**config.mk**
```make
export PLATFORM = sky130hd
export DESIGN_NAME = instruction_fetch_unit
export DESIGN_NICKNAME = d
export VERILOG_FILES = /design/src/rtl/legv8_pkg.sv /design/src/rtl/if_skid_buffer.sv /design/src/rtl/instruction_fetch_unit.sv
export SDC_FILE = /design/constraint.sdc
export NUM_CORES = 1
export LEC_CHECK = 0
export CORE_MARGIN = 5
export CORE_UTILIZATION = 35
export CTS_BUF_LIST = sky130_fd_sc_hd__clkbuf_16
export CTS_CLUSTER_DIAMETER = 150
export DETAILED_ROUTE_END_ITERATION = 16
export PLACE_DENSITY_LB_ADDON = 0.3
export SETUP_SLACK_MARGIN = 0.4
export SLEW_MARGIN = 10
export SYNTH_ARGS = -nofsm -noshare
export SYNTH_HDL_FRONTEND = slang
export SYNTH_SLANG_ARGS = --single-unit
```
**constraint.sdc**
```tcl
create_clock -name clk -period 5.2 [get_ports clk]
set_clock_uncertainty 0.15 [all_clocks]
set_input_delay 0.52 -clock clk [delete_from_list [all_inputs] [get_ports clk]]
set_output_delay 0.52 -clock clk [all_outputs]
set_load 0.01 [all_outputs]
```
**src/rtl/legv8_pkg.sv**
```systemverilog
// Shared definitions for the LEGv8 front end: PC width, NOP encoding and
// the fetch-unit state encoding.
package legv8_pkg;

    localparam int PC_W = 32;
    localparam logic [31:0] NOP_INSTR = 32'h0000_0000;

    typedef enum logic [1:0] {
        ST_FILL = 2'd0,
        ST_RUN  = 2'd1,
        ST_HOLD = 2'd2
    } fetch_state_e;

endpackage

```
**src/rtl/if_skid_buffer.sv**
```systemverilog
// One-entry skid register that parks the in-flight memory word while decode
// is stalled, and selects between that word and the live memory output.
module if_skid_buffer
    import legv8_pkg::*;
(
    input  logic            clk,
    input  logic            rst_n,
    input  logic            capture_i,
    input  logic            release_i,
    input  logic            flush_i,
    input  logic [31:0]     live_instr_i,
    input  logic [PC_W-1:0] live_pc_i,
    input  logic            live_valid_i,
    output logic [31:0]     src_instr_o,
    output logic [PC_W-1:0] src_pc_o,
    output logic            src_valid_o
);

    logic [31:0]     skid_instr_q, skid_instr_d;
    logic [PC_W-1:0] skid_pc_q,    skid_pc_d;
    logic            skid_valid_q, skid_valid_d;

    // A full skid entry is never overwritten; flush wins over everything.
    always_comb begin
        skid_instr_d = skid_instr_q;
        skid_pc_d    = skid_pc_q;
        skid_valid_d = skid_valid_q;
        if (flush_i) begin
            skid_valid_d = 1'b0;
        end else if (capture_i && !skid_valid_q) begin
            skid_instr_d = live_instr_i;
            skid_pc_d    = live_pc_i;
            skid_valid_d = 1'b1;
        end else if (release_i) begin
            skid_valid_d = 1'b0;
        end
    end

    always_ff @(posedge clk or negedge rst_n) begin
        if (!rst_n) begin
            skid_instr_q <= NOP_INSTR;
            skid_pc_q    <= '0;
            skid_valid_q <= 1'b0;
        end else begin
            skid_instr_q <= skid_instr_d;
            skid_pc_q    <= skid_pc_d;
            skid_valid_q <= skid_valid_d;
        end
    end

    assign src_instr_o = skid_valid_q ? skid_instr_q : live_instr_i;
    assign src_pc_o    = skid_valid_q ? skid_pc_q    : live_pc_i;
    assign src_valid_o = skid_valid_q | live_valid_i;

endmodule

```
**src/rtl/instruction_fetch_unit.sv**
```systemverilog
// Instruction fetch stage: drives a one-cycle-latency instruction memory,
// tracks the in-flight fetch, and feeds decode with stall and redirect support.
module instruction_fetch_unit
    import legv8_pkg::*;
#(
    parameter logic [PC_W-1:0] PC_RESET = 32'h0,
    parameter logic [PC_W-1:0] PC_STEP  = 32'd1
) (
    input  logic            clk,
    input  logic            rst_n,
    input  logic            stall,
    input  logic            branch_taken,
    input  logic [PC_W-1:0] branch_target,
    output logic [PC_W-1:0] imem_addr,
    input  logic [31:0]     imem_data,
    output logic [31:0]     id_instr,
    output logic [PC_W-1:0] id_pc,
    output logic            id_valid,
    output logic [15:0]     fetch_count
);

    fetch_state_e    state_q, state_d;
    logic [PC_W-1:0] pc_q, pc_d;
    logic [PC_W-1:0] f_pc_q, f_pc_d;
    logic            f_valid_q, f_valid_d;
    logic [31:0]     id_instr_q, id_instr_d;
    logic [PC_W-1:0] id_pc_q, id_pc_d;
    logic            id_valid_q, id_valid_d;
    logic [15:0]     count_q, count_d;

    logic            issue;
    logic            capture;
    logic [31:0]     src_instr;
    logic [PC_W-1:0] src_pc;
    logic            src_valid;

    assign issue   = !branch_taken && !stall;
    assign capture = !branch_taken && stall && (state_q == ST_RUN);

    if_skid_buffer u_skid (
        .clk          (clk),
        .rst_n        (rst_n),
        .capture_i    (capture),
        .release_i    (issue),
        .flush_i      (branch_taken),
        .live_instr_i (imem_data),
        .live_pc_i    (f_pc_q),
        .live_valid_i (f_valid_q),
        .src_instr_o  (src_instr),
        .src_pc_o     (src_pc),
        .src_valid_o  (src_valid)
    );

    // Redirect has priority over stall; a stall only changes state in RUN,
    // where the skid buffer grabs the word already returning from memory.
    always_comb begin
        state_d    = state_q;
        pc_d       = pc_q;
        f_pc_d     = f_pc_q;
        f_valid_d  = f_valid_q;
        id_instr_d = id_instr_q;
        id_pc_d    = id_pc_q;
        id_valid_d = id_valid_q;
        count_d    = count_q;
        if (branch_taken) begin
            pc_d       = branch_target;
            f_valid_d  = 1'b0;
            id_valid_d = 1'b0;
            state_d    = ST_FILL;
        end else if (stall) begin
            if (state_q == ST_RUN) begin
                state_d = ST_HOLD;
            end
        end else begin
            pc_d       = pc_q + PC_STEP;
            f_pc_d     = pc_q;
            f_valid_d  = 1'b1;
            id_instr_d = src_instr;
            id_pc_d    = src_pc;
            id_valid_d = src_valid;
            if (src_valid) begin
                count_d = count_q + 16'd1;
            end
            state_d    = ST_RUN;
        end
    end

    always_ff @(posedge clk or negedge rst_n) begin
        if (!rst_n) begin
            state_q    <= ST_FILL;
            pc_q       <= PC_RESET;
            f_pc_q     <= '0;
            f_valid_q  <= 1'b0;
            id_instr_q <= NOP_INSTR;
            id_pc_q    <= '0;
            id_valid_q <= 1'b0;
            count_q    <= '0;
        end else begin
            state_q    <= state_d;
            pc_q       <= pc_d;
            f_pc_q     <= f_pc_d;
            f_valid_q  <= f_valid_d;
            id_instr_q <= id_instr_d;
            id_pc_q    <= id_pc_d;
            id_valid_q <= id_valid_d;
            count_q    <= count_d;
        end
    end

    assign imem_addr   = pc_q;
    assign id_instr    = id_instr_q;
    assign id_pc       = id_pc_q;
    assign id_valid    = id_valid_q;
    assign fetch_count = count_q;

endmodule

```
==> results.yml <==
die:
  die_w_um: 172
  rows: 59
  ios: 181
  core_region_area_mm2: 0.0259
  initial_core_util_pct: 35.4
  die_h_um: 172
  die_area_mm2: 0.0295
sta:
  finalCriticalPeriod_ns: 2.83
  worstMarginPinSlew_ns: 0.891
  finalCritPeriodShare_pct: 54.4
  tns_ns: 0
  rsz0062_at_grt: "no"
  hold_slack_ns: 0.324
  max_freq_ghz: 0.354
  setup_viol: 0
  slew_violations: 0
  relSlewSlack_pct: 40.1
  hold_viol: 0
setup_path:
  cp_max_fo: 44
  critPathLaunchType: "primary input"
  reg2reg_from: "imem_addr[2]"
  cp_slowest_cell: "buf_4"
  cp-end-kind: "flip-flop"
  r2r_cells: 4
  r2r_slack_ns: 2.53
  startpoint: "branch_taken"
  worst-endpoint-arrival_ns: 3.06
  cp_slowest_stage_delay_ns: 0.58
  crit_end: "u_skid.skid_instr_q[13]"
  critPathKind: "primary input to flip-flop"
  r2r-end: "imem_addr[31]"
  crit_path_cell_trace: "clkdlybuf4s50_1 -> buf_4 -> inv_1 -> buf_4 -> nand2_1 -> nor4b_2 -> buf_4 -> mux2_2"
  required_ns: 5.43
  timing.critical_path.mode_cell: "buf_4"
detailed_routing:
  via_count: 6637
  firstDrtPassIters: 5
  routed_wl_um: 21500
  drc: 0
  post_drt_wl_per_cell_um: 15.9
  first_iter_violations: 288
  viasPerCell: 4.91
  detail-route-antenna-nets: 0
job:
  drv_cap: 0
placed_design:
  io_buffers: 180
  gp_congestion: 0.755
  dp_hpwl_um: 14300
final_layout:
  layout_commonest_cell: "dfrtp_1"
  final_cell_mix: "dfrtp_1 (212), nand2_1 (185), clkdlybuf4s50_1 (179), o21ai_0 (87)"
  areaGrowthSynthToFinish_pct: 31.6
  nFillCells: 2441
  fin_nets: 1069
  drive_above_1_share_pct: 11.4
  diodes: 0
clocking:
  htree_levels: 1
  path_clk_slew_ns: 0.06
  cts_resized: 0
  clkSinkCount: 213
  clk_latency_ns: 0.50
  cts_made_buffers: 24
  cts_tree: "done"
  clockBufferDepth: 3
  clockRootBuffer: "clkbuf_16"
run_status:
  status: "completed"
synth:
  ys_warn_count: 0
  postSynthCellCount: 834
  syn_avg_cell_area_um2: 11.0
  synth_top_flop_cell: "dfrtp_1"
  synth_edf_count: 0
  syn-cell-area_mm2: 0.00917
  synth_nets: 904
  synth_seq_area_share_pct: 58.1
  synth.distinct_cells: 40
  synth_seq_cells: 213
  synth-async-reset-ratio_pct: 100
global_route:
  grt-ovfl-total: 0
  grt_pass1_vias: 6711
  track_usage_pct: 14.5
  grt_pass1_wl_um: 35300
  grt_max_degree: 114
  antenna_found_initial: 1
power:
  power_mw: 4.62
  p_leak_nw: 5.10
  ir_drop_uv: 201
  power_density_mw_per_mm2: 383
worst_hold_path:
  worstHoldPathCells: 2
  worstHoldPathType: "flip-flop to flip-flop"
## kinds of logic after synthesis
family | share of synthesized area, %
compound gates | 7.11
xor+xnor | 2.77
simple gates | 14.1
mux | 15.1
buf+inv | 2.61
flops | 58.1
fa+ha+maj | 0.273
## worst max-delay path, delay by kind of cell
kind | cells | cell delay, ns
buffers and inverters | 5 | 1.61
and+or+nand+nor | 2 | 0.49
muxes | 1 | 0.40
## worst min path at each step
stage	startpoint	end	slack, ns
after floorplan	rst_n	f_pc_q[0]	0.07
after global placement	fetch_count[15]	fetch_count[15]	0.31
after detailed placement	fetch_count[15]	fetch_count[15]	0.32
after CTS	fetch_count[15]	fetch_count[15]	0.33
after global routing	fetch_count[15]	fetch_count[15]	0.34
final	id_instr[14]	id_instr[14]	0.32
## layer usage
layer / GRT usage [%] / part of all wire (%)
met1: 20.0 / 45
met2: 23.5 / 47
met3: 3.25 / 6.4
met4: 3.32 / 1.6
met5: 0 / 0.093
## power breakdown
group | internal (mW) | total (mW) | switching, mW
logic | 0.461 | 0.793 | 0.332
registers | 1.95 | 2.17 | 0.211
clock network | 1.01 | 1.66 | 0.650
## cells in the mapped netlist (6+ instances only)
| cell type | count | area [µm²] |
|---|---|---|
| dfrtp_1 | 213 | 5330 |
| nand2_1 | 185 | 694 |
| o21ai_0 | 87 | 435 |
| mux2_2 | 65 | 732 |
| mux2i_1 | 65 | 651 |
| clkbuf_1 | 32 | 120 |
| nor2_1 | 23 | 86.3 |
| xnor2_1 | 21 | 184 |
| nand3_1 | 15 | 75.1 |
| a31oi_1 | 14 | 87.6 |
| nand4_1 | 12 | 75.1 |
| buf_2 | 11 | 55.1 |
| or4_1 | 11 | 82.6 |
| o31ai_1 | 10 | 75.1 |
| and3_1 | 8 | 50.1 |
| xor2_1 | 8 | 70.1 |
| buf_1 | 7 | 26.3 |
| inv_1 | 7 | 26.3 |
| nor4_1 | 6 | 37.5 |
## cell type report
class | count | area (µm²) | area share [%]
Sequential cell | 213 | 5330 | 44.2
Multi-Input combinational cell | 563 | 3610 | 30.0
Timing Repair Buffer | 190 | 1900 | 15.7
Clock buffer | 25 | 626 | 5.18
Tap cell | 335 | 419 | 3.47
Clock inverter | 18 | 150 | 1.24
Inverter | 7 | 26.3 | 0.218
## flip-flops by register name, summed over array words and instances, names as in the netlist
signal and count:
u_skid.skid_valid_q 1, f_pc_q 32, f_valid_q 1, fetch_count 16
u_skid.skid_pc_q 32, u_skid.skid_instr_q 32, id_pc 32, id_instr 32
imem_addr 32, state_q 2, id_valid 1
## through the flow
stage                     worst slack, ns  cell area (µm²)  std cells  util, %
final                                2.37            12100       1351     46.6
after global routing                 2.22            12100       1351     46.6
after CTS                            2.34            12100       1351     46.6
after detailed placement             1.81            11300       1307     43.5
after global placement               1.87            11300       1307     43.5
after floorplan                      2.93             9170        834        -
## what timing repair did
action | in CTS | in global routing
hold endpoints to repair | 48 | 0
hold buffers | 1 | 0
setup buffers | 0 | 0
endpoints found under the setup margin | 0 | 0
Power figures use the tool's default switching activity.
